File: config.mk
export PLATFORM = sky130hd
export DESIGN_NAME = instr_feeder
export DESIGN_NICKNAME = d
export VERILOG_FILES = /design/src/rtl/instr_feeder.sv
export SDC_FILE = /design/constraint.sdc
export NUM_CORES = 1
export LEC_CHECK = 0
export ABC_AREA = 1
export CELL_PAD_IN_SITES_DETAIL_PLACEMENT = 1
export CELL_PAD_IN_SITES_GLOBAL_PLACEMENT = 1
export CORE_MARGIN = 1
export CORE_UTILIZATION = 50
export CTS_BUF_LIST = sky130_fd_sc_hd__clkbuf_16
export CTS_CLUSTER_SIZE = 12
export DETAILED_ROUTE_END_ITERATION = 10
export PLACE_DENSITY_LB_ADDON = 0.08
export SLEW_MARGIN = 0
export SYNTH_ARGS = -nofsm -noshare
export SYNTH_HDL_FRONTEND = slang
export SYNTH_SLANG_ARGS = --single-unit
File: constraint.sdc
create_clock -name clk -period 2.7 [get_ports clk]
set_input_delay 0.405 -clock clk [delete_from_list [all_inputs] [get_ports clk]]
set_output_delay 0.405 -clock clk [all_outputs]
set_load 0.02 [all_outputs]
File: src/rtl/instr_feeder.sv
// Program store + PC that feeds the 8-bit CPU one instruction per HOLD_CYCLES clocks.
// Optional INSTR_FEEDER_SINGLE_STEP_EN adds a step input gating RUN progress.
module instr_feeder #(
    parameter int                  INSTR_WIDTH = 20,
    parameter int                  PC_BITS     = 5,
    parameter int                  HOLD_CYCLES = 4,
    parameter logic [INSTR_WIDTH-1:0] NOP_INSTR = '0
) (
    input  logic                   clk,
    input  logic                   rst,
    input  logic                   load_en,
    input  logic [PC_BITS-1:0]     load_addr,
    input  logic [INSTR_WIDTH-1:0] load_data,
    input  logic [PC_BITS:0]       prog_len,
    input  logic                   start,
    input  logic                   abort,
`ifdef INSTR_FEEDER_SINGLE_STEP_EN
    input  logic                   step,
`endif
    output logic [INSTR_WIDTH-1:0] instruction,
    output logic [PC_BITS-1:0]     pc,
    output logic                   busy,
    output logic                   done
);

    localparam int HW = (HOLD_CYCLES > 1) ? $clog2(HOLD_CYCLES) : 1;
    localparam logic [HW-1:0] HOLD_LAST = HW'(HOLD_CYCLES - 1);
    localparam int DEPTH = 2 ** PC_BITS;

    typedef enum logic [1:0] {
        S_IDLE,
        S_RUN,
        S_DONE
    } state_t;

    state_t                 r_state;
    logic [PC_BITS-1:0]     r_pc;
    logic [HW-1:0]          r_hold;
    logic [PC_BITS:0]       r_len;
    logic [INSTR_WIDTH-1:0] r_instr;
    logic [INSTR_WIDTH-1:0] r_mem [DEPTH];

    state_t                 w_state_nxt;
    logic [PC_BITS-1:0]     w_pc_nxt;
    logic [HW-1:0]          w_hold_nxt;
    logic [PC_BITS:0]       w_len_nxt;
    logic [INSTR_WIDTH-1:0] w_instr_nxt;
    logic [PC_BITS:0]       w_pc_inc;
    logic                   w_adv;

`ifdef INSTR_FEEDER_SINGLE_STEP_EN
    assign w_adv = step;
`else
    assign w_adv = 1'b1;
`endif

    // One bit wider than pc so a full-store program compares against len=2^PC_BITS
    assign w_pc_inc = {1'b0, r_pc} + 1'b1;

    always_comb begin
        w_state_nxt = r_state;
        w_pc_nxt    = r_pc;
        w_hold_nxt  = r_hold;
        w_len_nxt   = r_len;
        w_instr_nxt = r_instr;
        if (abort) begin
            w_state_nxt = S_IDLE;
            w_pc_nxt    = '0;
            w_hold_nxt  = '0;
            w_instr_nxt = NOP_INSTR;
        end else begin
            unique case (r_state)
                S_IDLE, S_DONE: begin
                    if (start) begin
                        if (prog_len == '0) begin
                            w_state_nxt = S_DONE;
                            w_instr_nxt = NOP_INSTR;
                        end else begin
                            w_state_nxt = S_RUN;
                            w_pc_nxt    = '0;
                            w_hold_nxt  = '0;
                            w_len_nxt   = prog_len;
                            w_instr_nxt = r_mem[0];
                        end
                    end
                end
                S_RUN: begin
                    if (w_adv) begin
                        if (r_hold == HOLD_LAST) begin
                            w_hold_nxt = '0;
                            if (w_pc_inc == r_len) begin
                                w_state_nxt = S_DONE;
                                w_instr_nxt = NOP_INSTR;
                            end else begin
                                w_pc_nxt    = w_pc_inc[PC_BITS-1:0];
                                w_instr_nxt = r_mem[w_pc_inc[PC_BITS-1:0]];
                            end
                        end else begin
                            w_hold_nxt = r_hold + 1'b1;
                        end
                    end
                end
                default: begin
                    w_state_nxt = S_IDLE;
                    w_instr_nxt = NOP_INSTR;
                end
            endcase
        end
    end

    always_ff @(posedge clk) begin
        if (!rst) begin
            r_state <= S_IDLE;
            r_pc    <= '0;
            r_hold  <= '0;
            r_len   <= '0;
            r_instr <= NOP_INSTR;
        end else begin
            r_state <= w_state_nxt;
            r_pc    <= w_pc_nxt;
            r_hold  <= w_hold_nxt;
            r_len   <= w_len_nxt;
            r_instr <= w_instr_nxt;
        end
    end

    // Store survives reset; writes are locked out while a program is running
    always_ff @(posedge clk) begin
        if (load_en && r_state != S_RUN)
            r_mem[load_addr] <= load_data;
    end

`ifndef SYNTHESIS
    a_no_load_on_start: assert property (
        @(posedge clk) disable iff (!rst)
        !(start && load_en && !abort && r_state != S_RUN)
    );
`endif

    assign instruction = r_instr;
    assign pc          = r_pc;
    assign busy        = (r_state == S_RUN);
    assign done        = (r_state == S_DONE);

endmodule
==> flow_summary.json <==
{
  "cts_tree": "built",
  "timing.hold.ws_ns": 0.467,
  "synth_area_um2": 28300,
  "postSynthAreaPerCell_um2": 11.0,
  "yosysTopAreaCell": "edfxtp_1",
  "htreeDepth": 3,
  "grt_max_degree": 181,
  "tightest_slew_ns": 0.979,
  "dp_hpwl_um": 50600,
  "synth_top_family_by_area": "simple AND/OR/NAND/NOR gates",
  "die_w_um": 240,
  "fin_crit_sh_pct": 95.2,
  "grtUsageTotal_pct": 29.9,
  "muxShareOfSynthArea_pct": 0,
  "finalSetupViolations": 0,
  "initial_core_util_pct": 51.0,
  "p_int_mw": 17.5,
  "synth_nets": 2608,
  "portBuffers": 62,
  "post_cts_buffers": 0,
  "max_slew_margin_pct": 34.6,
  "synth-simple-area-share_pct": 22.3,
  "overflow": 0,
  "drive_gt1_share_pct": 11.7,
  "grt_pass1_wl_um": 126000,
  "root_buffer": "clkbuf_16",
  "maxCapViolCount": 0,
  "hp-class": "register to register",
  "ant_nets": 0,
  "holdPathEnd": "instruction[3]$_SDFFE_PP0P_",
  "skew_ns": 0.0164,
  "fmax_mhz": 389,
  "syn2layout_area_growth_pct": 16.0,
  "reg2reg_depth": 14,
  "antenna_found_initial": 2,
  "core_um2": 55500,
  "synthAdderAreaFrac_pct": 0.0884,
  "postCtsHoldBufs": 0,
  "power_frac_comb_pct": 8.6,
  "synth_flop_cell": "edfxtp_1",
  "synth-edff-count": 640,
  "synth-seq-area-share_pct": 70.4,
  "wirelength_um": 84000,
  "drt-vias-per-instance": 5.70,
  "endpoint_kind": "primary output",
  "crit_type": "register to primary output",
  "yosys_warnings": 0,
  "p_sw_share_pct": 23.7,
  "power.leakage_nw": 12.4,
  "cts.clk_slew.worst_paths_ns": 0.06,
  "status": "complete, no violations",
  "arrival_ns": 2.17,
  "cts-resized-gates": 0,
  "cp-start-kind": "register",
  "synth_xor_xnor_area_share_pct": 0,
  "drt_iter0_drc": 1488,
  "power_frac_clock_pct": 41.0,
  "fin_crit_ns": 2.57,
  "cts_inserted_buffers": 73,
  "fin_nets": 2722,
  "io_pins": 63,
  "dp_slack_ns": 0.236,
  "clk-insertion-delay-late_ns": 0.62,
  "r2r-start": "pc[1]$_SDFFE_PP0P_",
  "wl_per_cell_um": 24.1,
  "hp-start": "instruction[3]$_SDFFE_PP0P_",
  "final.setup.tns_ns": 0,
  "r2r_slack_ns": 0.14,
  "min_path_cells": 2,
  "syn_inst": 2570,
  "crit_required_ns": 2.30,
  "drc_errors": 0,
  "peakVddDrop_v": 0.000540,
  "fin_cells": 3485,
  "num_rows": 86,
  "grt_pass1_vias": 20700,
  "synth-compound-area-share_pct": 1.96,
  "clkSinkCount": 675,
  "die_h_um": 240,
  "placed_cells": 3357,
  "r2r-end": "instruction[4]$_SDFFE_PP0P_",
  "critPathMaxFanout": 38,
  "seqPwrFrac_pct": 50.4,
  "switching_power_mw": 5.45,
  "ys_ff_latch": 675,
  "slew_viol_final": 0,
  "p_per_area_nw_per_um2": 700,
  "async_flop_share_pct": 0,
  "clockBufferDepth": 3,
  "setup_ws_ns": 0.129,
  "vias": 19900,
  "finalHoldViolations": 0,
  "die_area_um2": 57600,
  "synth_area_leaders": "edfxtp_1 (68%), nand2_1 (11%), nand3_1 (8.9%)",
  "gp_congestion": 0.828,
  "rsz0062_at_grt": "no",
  "firstDrtPassIters": 5,
  "synthDistinctLibCells": 27,
  "synth_top_cell_area_share_pct": 67.9
}
worst max-delay path: stages (launching register included):
cell and delay (ns):
dfxtp_4 0.45, buf_4 0.40, clkdlybuf4s50_1 0.68
logic make-up after synthesis:
| logic type | count (synthesis) |
|---|---|
| compound gates | 101 |
| flops | 675 |
| fa+ha+maj | 2 |
| buf+inv | 325 |
| simple gates | 1467 |
sequential cells by signal (all words and copies together), names as in the netlist:
register,count
r_mem,640
pc,5
r_state,2
instruction,20
r_hold,2
r_len,6
stage by stage:
| stage | util [%] | instance area (µm²) | total power [mW] |
|---|---|---|---|
| 2_1_floorplan | - | 28300 | 12.9 |
| 3_3_place_gp | 55.1 | 30600 | 13.7 |
| 3_5_place_dp | 55.1 | 30600 | 13.8 |
| 4_1_cts | 59.1 | 32800 | 23.1 |
| 5_1_grt | 59.1 | 32800 | 23.6 |
| 6_report | 59.1 | 32800 | 23.0 |
final cells by class:
type | instances | area (µm²)
sequential | 675 | 19900
multi-input combinational | 1570 | 7000
inverter | 178 | 679
fill | 5775 | 22700
tap | 748 | 936
clock inverter | 54 | 397
antenna | 1 | 2.50
clock buffer | 73 | 1830
timing repair buffer | 186 | 2050
worst max-delay path by stage:
stage                                   end  slack [ns]               startpoint
2_1_floorplan         r_mem[0][0]$_DFFE_PP_        0.45  r_state[0]$_SDFFE_PP0P_
3_3_place_gp   instruction[17]$_SDFFE_PP0P_        0.30       pc[1]$_SDFFE_PP0P_
3_5_place_dp    instruction[4]$_SDFFE_PP0P_        0.24       pc[1]$_SDFFE_PP0P_
4_1_cts                               pc[0]        0.11       pc[0]$_SDFFE_PP0P_
5_1_grt         instruction[4]$_SDFFE_PP0P_        0.02       pc[1]$_SDFFE_PP0P_
6_report                              pc[0]        0.13       pc[0]$_SDFFE_PP0P_
Yosys cell counts, drive strengths merged, types with 2 or more instances:
| master | instances |
|---|---|
| dfxtp | 35 |
| nor2 | 82 |
| buf | 109 |
| inv | 177 |
| ha | 2 |
| clkbuf | 38 |
| edfxtp | 640 |
| or2 | 67 |
| a21oi | 31 |
| nand4 | 4 |
| o211ai | 18 |
| nand3 | 503 |
| o21ai | 50 |
| nand2 | 810 |
per-layer routing:
layer,routed length [µm],track usage [%],up-vias
met3,5210,4.96,141
met4,2610,10.7,0
li1,-,-,8992
met2,41300,50.3,668
met5,0,0,-
met1,34900,39.4,10100
cells in the final DEF (no fill, tap or decap), types with 5 or more instances in the layout:
master / instances
o211ai_1: 18
inv_1: 197
nor2_2: 33
buf_12: 40
a21oi_1: 31
or2_2: 67
clkdlybuf4s50_1: 62
clkinv_1: 15
buf_4: 84
nand3_1: 503
edfxtp_1: 640
inv_6: 8
o21ai_1: 8
bufinv_16: 5
nand2_1: 808
clkbuf_16: 73
dfxtp_1: 34
o21ai_0: 42
nor2_1: 49
power groups by stage:
stage / Combinational, mW / Sequential [mW] / Clock (mW)
3_5_place_dp: 1.96 / 11.8 / 0
2_1_floorplan: 1.06 / 11.8 / 0
5_1_grt: 2.15 / 11.6 / 9.90
4_1_cts: 1.98 / 11.6 / 9.54
3_3_place_gp: 1.91 / 11.8 / 0
6_report: 1.98 / 11.6 / 9.42
No activity file was read; power rests on OpenSTA's default activity.
